===== config.mk =====
export PLATFORM = sky130hd
export DESIGN_NAME = actmem_access_scheduler
export DESIGN_NICKNAME = d
export VERILOG_FILES = /design/src/rtl/cutie_actmem_pkg.sv /design/src/rtl/actmem_rsp_fifo.sv /design/src/rtl/actmem_access_scheduler.sv
export SDC_FILE = /design/constraint.sdc
export NUM_CORES = 1
export LEC_CHECK = 0
export CAP_MARGIN = 10
export CORE_AREA = 2 2 177 179
export CTS_BUF_LIST = sky130_fd_sc_hd__clkbuf_4
export CTS_CLUSTER_SIZE = 20
export DETAILED_ROUTE_END_ITERATION = 16
export DIE_AREA = 0 0 179 181
export GPL_ROUTABILITY_DRIVEN = 0
export PLACE_DENSITY = 0.73
export SLEW_MARGIN = 0
export SYNTH_ARGS = -nofsm -noshare
export SYNTH_HDL_FRONTEND = slang
export SYNTH_SLANG_ARGS = --single-unit

===== constraint.sdc =====
create_clock -name clk_i -period 6.2 [get_ports clk_i]
set_input_delay 0.62 -clock clk_i [delete_from_list [all_inputs] [get_ports clk_i]]
set_output_delay 0.62 -clock clk_i [all_outputs]
set_load 0.005 [all_outputs]

===== src/rtl/cutie_actmem_pkg.sv =====
// Shared activation-memory constants and the scheduler arbitration-policy encoding.
package cutie_actmem_pkg;

   localparam int unsigned ACTMEM_DATA_WIDTH = 104;
   localparam int unsigned ACTMEM_BANKDEPTH  = 1024;

   typedef enum logic {
      WR_PRIO = 1'b0,
      RD_PRIO = 1'b1
   } policy_e;

endpackage


===== src/rtl/actmem_rsp_fifo.sv =====
// In-order read-response buffer; pointers wrap modulo DEPTH, so DEPTH need not be a power of two.
module actmem_rsp_fifo #(
   parameter int unsigned DEPTH = 2,
   parameter int unsigned WIDTH = 104,
   localparam int unsigned CW   = $clog2(DEPTH + 1)
) (
   input  logic             clk_i,
   input  logic             rst_i,
   input  logic             push_i,
   input  logic [WIDTH-1:0] data_i,
   input  logic             pop_i,
   output logic [WIDTH-1:0] data_o,
   output logic             full_o,
   output logic             empty_o,
   output logic [CW-1:0]    count_o
);

   localparam int unsigned PW = (DEPTH > 1) ? $clog2(DEPTH) : 1;

   logic [WIDTH-1:0] mem_q [DEPTH];
   logic [PW-1:0]    rd_ptr_q, wr_ptr_q;
   logic [CW-1:0]    count_q;
   logic             do_push, do_pop;

   function automatic logic [PW-1:0] ptr_inc(input logic [PW-1:0] p);
      return (p == PW'(DEPTH - 1)) ? '0 : p + PW'(1);
   endfunction

   assign full_o  = (count_q == CW'(DEPTH));
   assign empty_o = (count_q == '0);
   assign count_o = count_q;
   assign data_o  = mem_q[rd_ptr_q];

   // A push into a full buffer is only accepted when the head leaves in the same cycle.
   assign do_push = push_i && (!full_o || pop_i);
   assign do_pop  = pop_i && !empty_o;

   always_ff @(posedge clk_i) begin
      if (do_push) begin
         mem_q[wr_ptr_q] <= data_i;
      end
   end

   always_ff @(posedge clk_i) begin
      if (rst_i) begin
         rd_ptr_q <= '0;
         wr_ptr_q <= '0;
         count_q  <= '0;
      end else begin
         if (do_push) wr_ptr_q <= ptr_inc(wr_ptr_q);
         if (do_pop)  rd_ptr_q <= ptr_inc(rd_ptr_q);
         case ({do_push, do_pop})
            2'b10:   count_q <= count_q + CW'(1);
            2'b01:   count_q <= count_q - CW'(1);
            default: count_q <= count_q;
         endcase
      end
   end

endmodule


===== src/rtl/actmem_access_scheduler.sv =====
// Single-port bank arbiter: write-priority with bounded read starvation, credit-limited reads.
module actmem_access_scheduler
   import cutie_actmem_pkg::*;
#(
   parameter int unsigned DATA_WIDTH   = ACTMEM_DATA_WIDTH,
   parameter int unsigned BANKDEPTH    = ACTMEM_BANKDEPTH,
   parameter int unsigned STARVE_LIMIT = 4,
   parameter int unsigned RESP_DEPTH   = 2,
   localparam int unsigned ADDR_WIDTH  = $clog2(BANKDEPTH),
   localparam int unsigned SW          = $clog2(STARVE_LIMIT + 1)
) (
   input  logic                  clk_i,
   input  logic                  rst_i,
   // write requester
   input  logic                  wr_valid_i,
   output logic                  wr_ready_o,
   input  logic [ADDR_WIDTH-1:0] wr_addr_i,
   input  logic [DATA_WIDTH-1:0] wr_data_i,
   // read requester
   input  logic                  rd_valid_i,
   output logic                  rd_ready_o,
   input  logic [ADDR_WIDTH-1:0] rd_addr_i,
   // read response
   output logic                  rsp_valid_o,
   input  logic                  rsp_ready_i,
   output logic [DATA_WIDTH-1:0] rsp_data_o,
   // bank port, one-cycle read latency
   output logic                  bank_req_o,
   output logic                  bank_we_o,
   output logic [ADDR_WIDTH-1:0] bank_addr_o,
   output logic [DATA_WIDTH-1:0] bank_wdata_o,
   input  logic [DATA_WIDTH-1:0] bank_rdata_i,
   // status
   output logic                  busy_o,
   output logic [SW-1:0]         starve_cnt_o,
   output policy_e               dbg_state_o
);

   // Handshakes: a transfer happens on a cycle where valid and ready are both high.
   // Each ready never depends on its own valid; neither depends on rsp_ready_i.

   localparam int unsigned CW = $clog2(RESP_DEPTH + 1);

   policy_e               state_q, state_d;
   logic [SW-1:0]         starve_q, starve_d;
   logic                  inflight_q;
   logic                  wr_gnt, rd_gnt, rd_ok, rd_wins, starve_hit;
   logic                  rd_eligible;
   logic [CW:0]           used_slots;
   logic [CW-1:0]         fifo_count;
   logic                  fifo_full, fifo_empty, fifo_push, fifo_pop;
   logic [DATA_WIDTH-1:0] fifo_data;

   // Credits come from registered occupancy only, so a response pop frees a slot next cycle.
   assign used_slots  = {1'b0, fifo_count} + {{CW{1'b0}}, inflight_q};
   assign rd_eligible = (used_slots < (CW+1)'(RESP_DEPTH)) && !fifo_full;
   assign starve_hit  = (starve_q >= SW'(STARVE_LIMIT));
   assign rd_ok       = rd_valid_i && rd_eligible;

   always_comb begin
      wr_ready_o = 1'b0;
      rd_ready_o = 1'b0;
      wr_gnt     = 1'b0;
      rd_gnt     = 1'b0;
      rd_wins    = 1'b0;
      state_d    = state_q;
      starve_d   = starve_q;
      if (!rst_i) begin
         rd_wins    = (state_q == RD_PRIO) || starve_hit;
         wr_ready_o = !(rd_ok && rd_wins);
         rd_ready_o = rd_eligible && (rd_wins || !wr_valid_i);
         wr_gnt     = wr_valid_i && wr_ready_o;
         rd_gnt     = rd_valid_i && rd_ready_o;

         // Only writes that overtake an eligible read count toward starvation.
         if (!rd_valid_i || rd_gnt) begin
            starve_d = '0;
         end else if (wr_gnt && rd_ok && !starve_hit) begin
            starve_d = starve_q + SW'(1);
         end

         if (rd_gnt) begin
            state_d = WR_PRIO;
         end else if (wr_gnt && rd_ok && (starve_q + SW'(1) == SW'(STARVE_LIMIT))) begin
            state_d = RD_PRIO;
         end
      end
   end

   always_ff @(posedge clk_i) begin
      if (rst_i) begin
         state_q    <= WR_PRIO;
         starve_q   <= '0;
         inflight_q <= 1'b0;
      end else begin
         state_q    <= state_d;
         starve_q   <= starve_d;
         inflight_q <= rd_gnt;
      end
   end

   assign bank_req_o   = wr_gnt || rd_gnt;
   assign bank_we_o    = wr_gnt;
   assign bank_addr_o  = wr_gnt ? wr_addr_i : (rd_gnt ? rd_addr_i : '0);
   assign bank_wdata_o = wr_gnt ? wr_data_i : '0;

   // Returning data bypasses the buffer when it is empty and the consumer is ready.
   assign fifo_push = !rst_i && inflight_q && !(fifo_empty && rsp_ready_i);
   assign fifo_pop  = !rst_i && !fifo_empty && rsp_ready_i;

   actmem_rsp_fifo #(
      .DEPTH (RESP_DEPTH),
      .WIDTH (DATA_WIDTH)
   ) u_rsp_fifo (
      .clk_i   (clk_i),
      .rst_i   (rst_i),
      .push_i  (fifo_push),
      .data_i  (bank_rdata_i),
      .pop_i   (fifo_pop),
      .data_o  (fifo_data),
      .full_o  (fifo_full),
      .empty_o (fifo_empty),
      .count_o (fifo_count)
   );

   assign rsp_valid_o  = !rst_i && (inflight_q || !fifo_empty);
   assign rsp_data_o   = fifo_empty ? bank_rdata_i : fifo_data;
   assign busy_o       = !rst_i && (inflight_q || !fifo_empty);
   assign starve_cnt_o = rst_i ? '0 : starve_q;
   assign dbg_state_o  = state_q;

endmodule


; Yosys cells after proc, flatten, opt, wreduce, memory -nomap -nowiden
; Memory sizes are Yosys's and may differ from the RTL's. A register that Yosys moved wholly into a read port is not among the register bits.
; Cells that the tools add are included.
[op_classes]
add_sub_neg = 6
magnitude_cmp = 2
n_eq_ne = 4
muxes = 16
reduce_logical = 35
[ops]
columns = operator, count
row1 = $mux W104, 2
row2 = $mux W10, 2
row3 = $logic_and A1 B1 Y1, 17
row4 = $mux W1, 10
row5 = $logic_not A1 Y1, 8
row6 = $logic_or A1 B1 Y1, 6
row7 = $eq A2 B2 Y1 const B, 2
row8 = $pmux W2 S2, 1
row9 = $reduce_or A2 Y1, 2
row10 = $add A2 B1 Y3, 1
row11 = $add A3 B1 Y3 const B, 1
row12 = $eq A3 B3 Y1 const B, 1
row13 = $ge A3 B3 Y1 const B, 1
row14 = $lt A3 B2 Y1 const B, 1
row15 = $mux W3, 1
row16 = $add A1 B1 Y1 const B, 2
row17 = $add A2 B1 Y2 const B, 1
row18 = $eq A2 B1 Y1 const B, 1
row19 = $logic_not A2 Y1, 1
row20 = $reduce_bool A2 Y1, 1
row21 = $sub A2 B1 Y2 const B, 1
[word_totals]
reg_bits = 9
mem_bits_rw = 208
in_bits = 233
output_inout_bits = 228
elab_cells = 70
n_memories = 1
[mem_list]
columns = name, depth, word_bits, rd, rd_clocked_by_memory_dff, wr, line
row1 = u_rsp_fifo.mem_q, 2, 104, 1, 1, 1, actmem_rsp_fifo.sv:20  ; logic [WIDTH-1:0] mem_q [DEPTH];

; Logic depth before layout (Yosys ltp)
[depth]
ltp_word = 9
depth_mapped = 10
depth_no_buf = 6

; Modules after synthesis
; Synthesis repeated with hierarchy kept, for this count alone.
[unflattened]
cells_unflattened = 636
area_unflattened_um2 = 10179.8
[by_module_without_submodules]
columns = mod, n_inst, cells_per_inst, area_per_inst_um2, seq_area_each_um2
row1 = actmem_rsp_fifo, 1, 351, 7764.9, 6346.1
row2 = actmem_access_scheduler, 1, 285, 2414.8, 100.1

; Worst setup path after synthesis
; OpenSTA, ideal clock, no wires.
[synth_path]
path_type = input to register
startpoint = in rsp_ready_i
endpoint = mem u_rsp_fifo.mem_q[0][0], enable pin
setup_time_ns = 0.568
t_arrival_ns = 5.276
required_time_ns = 5.632
slack_ns = 0.356
cell_stages = 3
n_path_buf = 0
cell_sequence = xnor2_1 -> o21ai_0 -> nor2_1
[synth_between]
elab_chain_cells = 6
elab_cells_between_ends = 8
cone_classes = mux: 2 / reduce/logical: 6
[synth_rtl]
columns = element, line
row1 = start: declaration, actmem_access_scheduler.sv:25  ; input logic rsp_ready_i,
row2 = $logic_and A1 B1 Y1, actmem_access_scheduler.sv:108  ; assign fifo_push = !rst_i && inflight_q && !(fifo_empty && rsp_ready_i);
row3 = $logic_not A1 Y1, actmem_access_scheduler.sv:108
row4 = $logic_and A1 B1 Y1, actmem_access_scheduler.sv:108
row5 = $logic_and A1 B1 Y1 (*), actmem_rsp_fifo.sv:35  ; assign do_push = push_i && (!full_o || pop_i);
row6 = $mux W1 (*), actmem_rsp_fifo.sv:39  ; if (do_push) begin
row7 = $mux W1 (not written as such) (*), actmem_rsp_fifo.sv:40  ; mem_q[wr_ptr_q] <= data_i;
row8 = end: declaration, actmem_rsp_fifo.sv:20
; Mark *: on every way between the ends. The rest lies on a longest branch, timed or not.

; Worst setup path in the final report
[layout_path]
startpoint = in rst_i
endpoint = out bank_addr_o[3]
[layout_between]
elab_chain_cells = 3
elab_cells_between_ends = 4
cone_classes = mux: 4
[layout_rtl]
columns = element, line
row1 = start: declaration, actmem_access_scheduler.sv:13  ; input logic rst_i,
row2 = $mux W1, actmem_access_scheduler.sv:68  ; if (!rst_i) begin
row3 = $mux W10, actmem_access_scheduler.sv:104  ; assign bank_addr_o = wr_gnt ? wr_addr_i : (rd_gnt ? rd_addr_i : '0);
row4 = $mux W10 (*), actmem_access_scheduler.sv:104
row5 = end: declaration, actmem_access_scheduler.sv:30  ; output logic [ADDR_WIDTH-1:0] bank_addr_o,
; Marked as above.

==> impl_metrics.json <==
{
  "nNetsFinal": 1464,
  "holdBufCountCts": 0,
  "post-cts-setup-buffers": 0,
  "wl_um": 34600,
  "synth_cells": 753,
  "drv_cap": 0,
  "drc_errors": 0,
  "setup_tns_ns": 0,
  "dr_wl_met2_um": 17000,
  "vias": 7790,
  "slowest_delay_ns": 0.77,
  "cts_buffers": 59,
  "synth.largest_area_cell": "edfxtp_1",
  "netlist_area_um2": 9800,
  "drt-met1-wl_um": 13200,
  "initial_utilization_pct": 32.3,
  "critical_path_buf_inv_count": 3,
  "grt_setup_unrepaired": "false",
  "synth_commonest_cells": "edfxtp_1 (208), o21ai_0 (107), mux2i_1 (105)",
  "outcome": "completed",
  "yosysSeqAreaShare_pct": 65.8,
  "clk-insertion-delay-late_ns": 0.71,
  "cts_max_path_buffers": 3,
  "first_pass_iters": 5,
  "hold_ws_ns": 0.513,
  "track_usage_pct": 21.0,
  "viasPerCell": 4.65,
  "die_area_um2": 32400,
  "area_growth_pct": 58.3,
  "layout_setup_ws_ns": 2.01,
  "max_freq_mhz": 239,
  "cts-htree-levels": 2,
  "hp-class": "primary input to flop",
  "cp_common_cell": "clkdlybuf4s50_1",
  "antenna_found_initial": 8,
  "synth_nets": 990,
  "yosysWarnings": 0,
  "p_per_area_nw_per_um2": 216,
  "dr_wl_met3_um": 3240,
  "drv_slew": 0,
  "grt_max_degree": 162,
  "io_buffers": 460,
  "finalHoldViolCount": 0,
  "ys.flop_type": "edfxtp_1",
  "die_x_um": 179,
  "postSynthAreaPerCell_um2": 13.0,
  "core-area_um2": 30300,
  "cp_max_fo": 116,
  "pre_cts_ws_ns": 2.04,
  "critical_path_class": "primary input to primary output",
  "slew_headroom_pct": 30.7,
  "rows": 64,
  "async_flop_share_pct": 0,
  "clock_sinks": 218,
  "synth.top_cell.area_share_pct": 63.8,
  "vdd_drop_max_mv": 0.123,
  "crit_chain": "clkdlybuf4s50_1 > a311oi_4 > buf_4 > a22o_1 > clkdlybuf4s50_1",
  "critical-path-slowest-cell": "clkdlybuf4s50_1",
  "cts_resized": 0,
  "grt_first_pass_wirelength_um": 49500,
  "ys_ff_latch": 218,
  "ys_types": 37,
  "leakage_nw": 5.38,
  "tightest_slew_ns": 1.04,
  "die_y_um": 181,
  "critPathRequiredTime_ns": 5.58,
  "yosysMostFrequentCell": "edfxtp_1",
  "crit_path_end_kind": "primary output",
  "clockRootBuffer": "clkbuf_4",
  "min_period_over_period_pct": 67.6,
  "wl_per_cell_um": 20.7,
  "clock-skew-final_ns": 0.0655,
  "grt_pass1_vias": 7862,
  "drive_gt1_share_pct": 8.08,
  "arrival_ns": 3.57,
  "clkTransAtPathRegs_ns": 0.07,
  "critical_path.top_delay_family": "buffers and inverters",
  "overflow": 0,
  "cts_tree": "built",
  "yosys-top-cells-area": "edfxtp_1 (64%), mux2i_1 (11%), and2_1 (6.6%), o21ai_0 (5.5%), nand2_1 (4.0%)",
  "finalSetupViolCount": 0,
  "hpwl_um": 25400,
  "io_pins": 461,
  "min_period_ns": 4.19,
  "drt_iter0_markers": 460,
  "top_layer_used": "met5",
  "ant_nets": 0,
  "crit_path_start_kind": "primary input",
  "synth_edf_count": 208,
  "final_util_pct": 51.1
}
path summary, 6_finish.rpt:
kind | end | from | cells after the start | slack (ns)
worst max-delay path | bank_addr_o[3] | rst_i | 5 | 2.01
worst min-delay path | u_rsp_fifo.mem_q[1][18]$_DFFE_PP_ | bank_rdata_i[18] | 1 | 0.51
worst max register to register | u_rsp_fifo.mem_q[1][96]$_DFFE_PP_ | u_rsp_fifo.count_o[1]$_SDFFE_PP0P_ | 4 | 3.38
worst min register to register | flop | u_rsp_fifo.rd_ptr_q$_SDFFE_PP0P_ | 2 | 0.52
routing by layer:
| metal | track usage, % | up-vias |
|---|---|---|
| li1 | - | 3716 |
| met1 | 24.1 | 3652 |
| met2 | 34.9 | 359 |
| met3 | 7.39 | 57 |
| met4 | 9.33 | 6 |
| met5 | 0 | - |
where the power goes:
part / leakage (nW) / internal (mW) / switching (mW)
Clock: 0.431 / 0.612 / 0.589
Sequential: 1.96 / 1.62 / 0.00664
Combinational: 3.00 / 0.323 / 0.195
Total: 5.38 / 2.56 / 0.791
through the flow:
stage | power (mW) | area [um^2] | instances
2_1_floorplan | 1.79 | 9800 | 753
3_3_place_gp | 2.17 | 14800 | 1562
3_5_place_dp | 2.18 | 14800 | 1562
4_1_cts | 3.39 | 15500 | 1670
5_1_grt | 3.50 | 15500 | 1675
6_report | 3.35 | 15500 | 1676
state kept, by name, summed over array words and instances, names as in the netlist, named ones only:
| register | count |
|---|---|
| u_rsp_fifo.rd_ptr_q | 1 |
| u_rsp_fifo.wr_ptr_q | 1 |
| u_rsp_fifo.mem_q | 208 |
| dbg_state_o | 1 |
| u_rsp_fifo.count_o | 2 |
| starve_q | 3 |
| inflight_q | 1 |
cell families (layout without fill, tap and decap cells):
family / count (synthesis) / in the layout / synth area share (%)
buffers and inverters: 57 / 578 / 2.92
other: 0 / 6 / 0
flip-flops: 218 / 218 / 65.8
adder cells (fa/ha/maj): 4 / 4 / 0.511
XOR/XNOR: 3 / 3 / 0.268
multiplexers: 105 / 105 / 10.7
AND/OR/NAND/NOR: 234 / 234 / 12.1
AO/OA/AOI/OAI: 132 / 132 / 7.68
worst reg2reg max path: stages, from the launching register on:
cell	delay, ns
dfxtp_1	0.52
xnor2_1	0.16
o21ai_0	0.32
nor2_4	0.91
buf_12	0.47
area by class of cell:
class                   count  area (um^2)
repair buffers            465         4690
clock buffers              81          608
fillers                  2660        14800
well taps                 396          495
flip-flops and latches    218         6450
diodes                      6         15.0
clock inverters            27          128
inverters                   5         18.8
multi-input cells         478         3100
layout by cell type (no fill, tap or decap), types with 2 or more instances in the layout:
cell             count
ha_1                 4
clkinv_1            20
clkdlybuf4s50_1    460
nor2b_1              2
nor2_4               3
mux2i_1            105
clkbuf_4            81
nor2_1               7
nand2b_1             2
dfxtp_1              9
nand2_1            104
a22o_1              10
and2_1             104
nand4_1              2
a21oi_1              5
inv_1                5
a31oi_1              2
o21ai_0            107
or2_2                2
edfxtp_1           208
clkinv_2             4
or3_1                2
buf_12               4
diode_2              6
xnor2_1              2
o31ai_1              2
(Power assumes the default switching activity.)
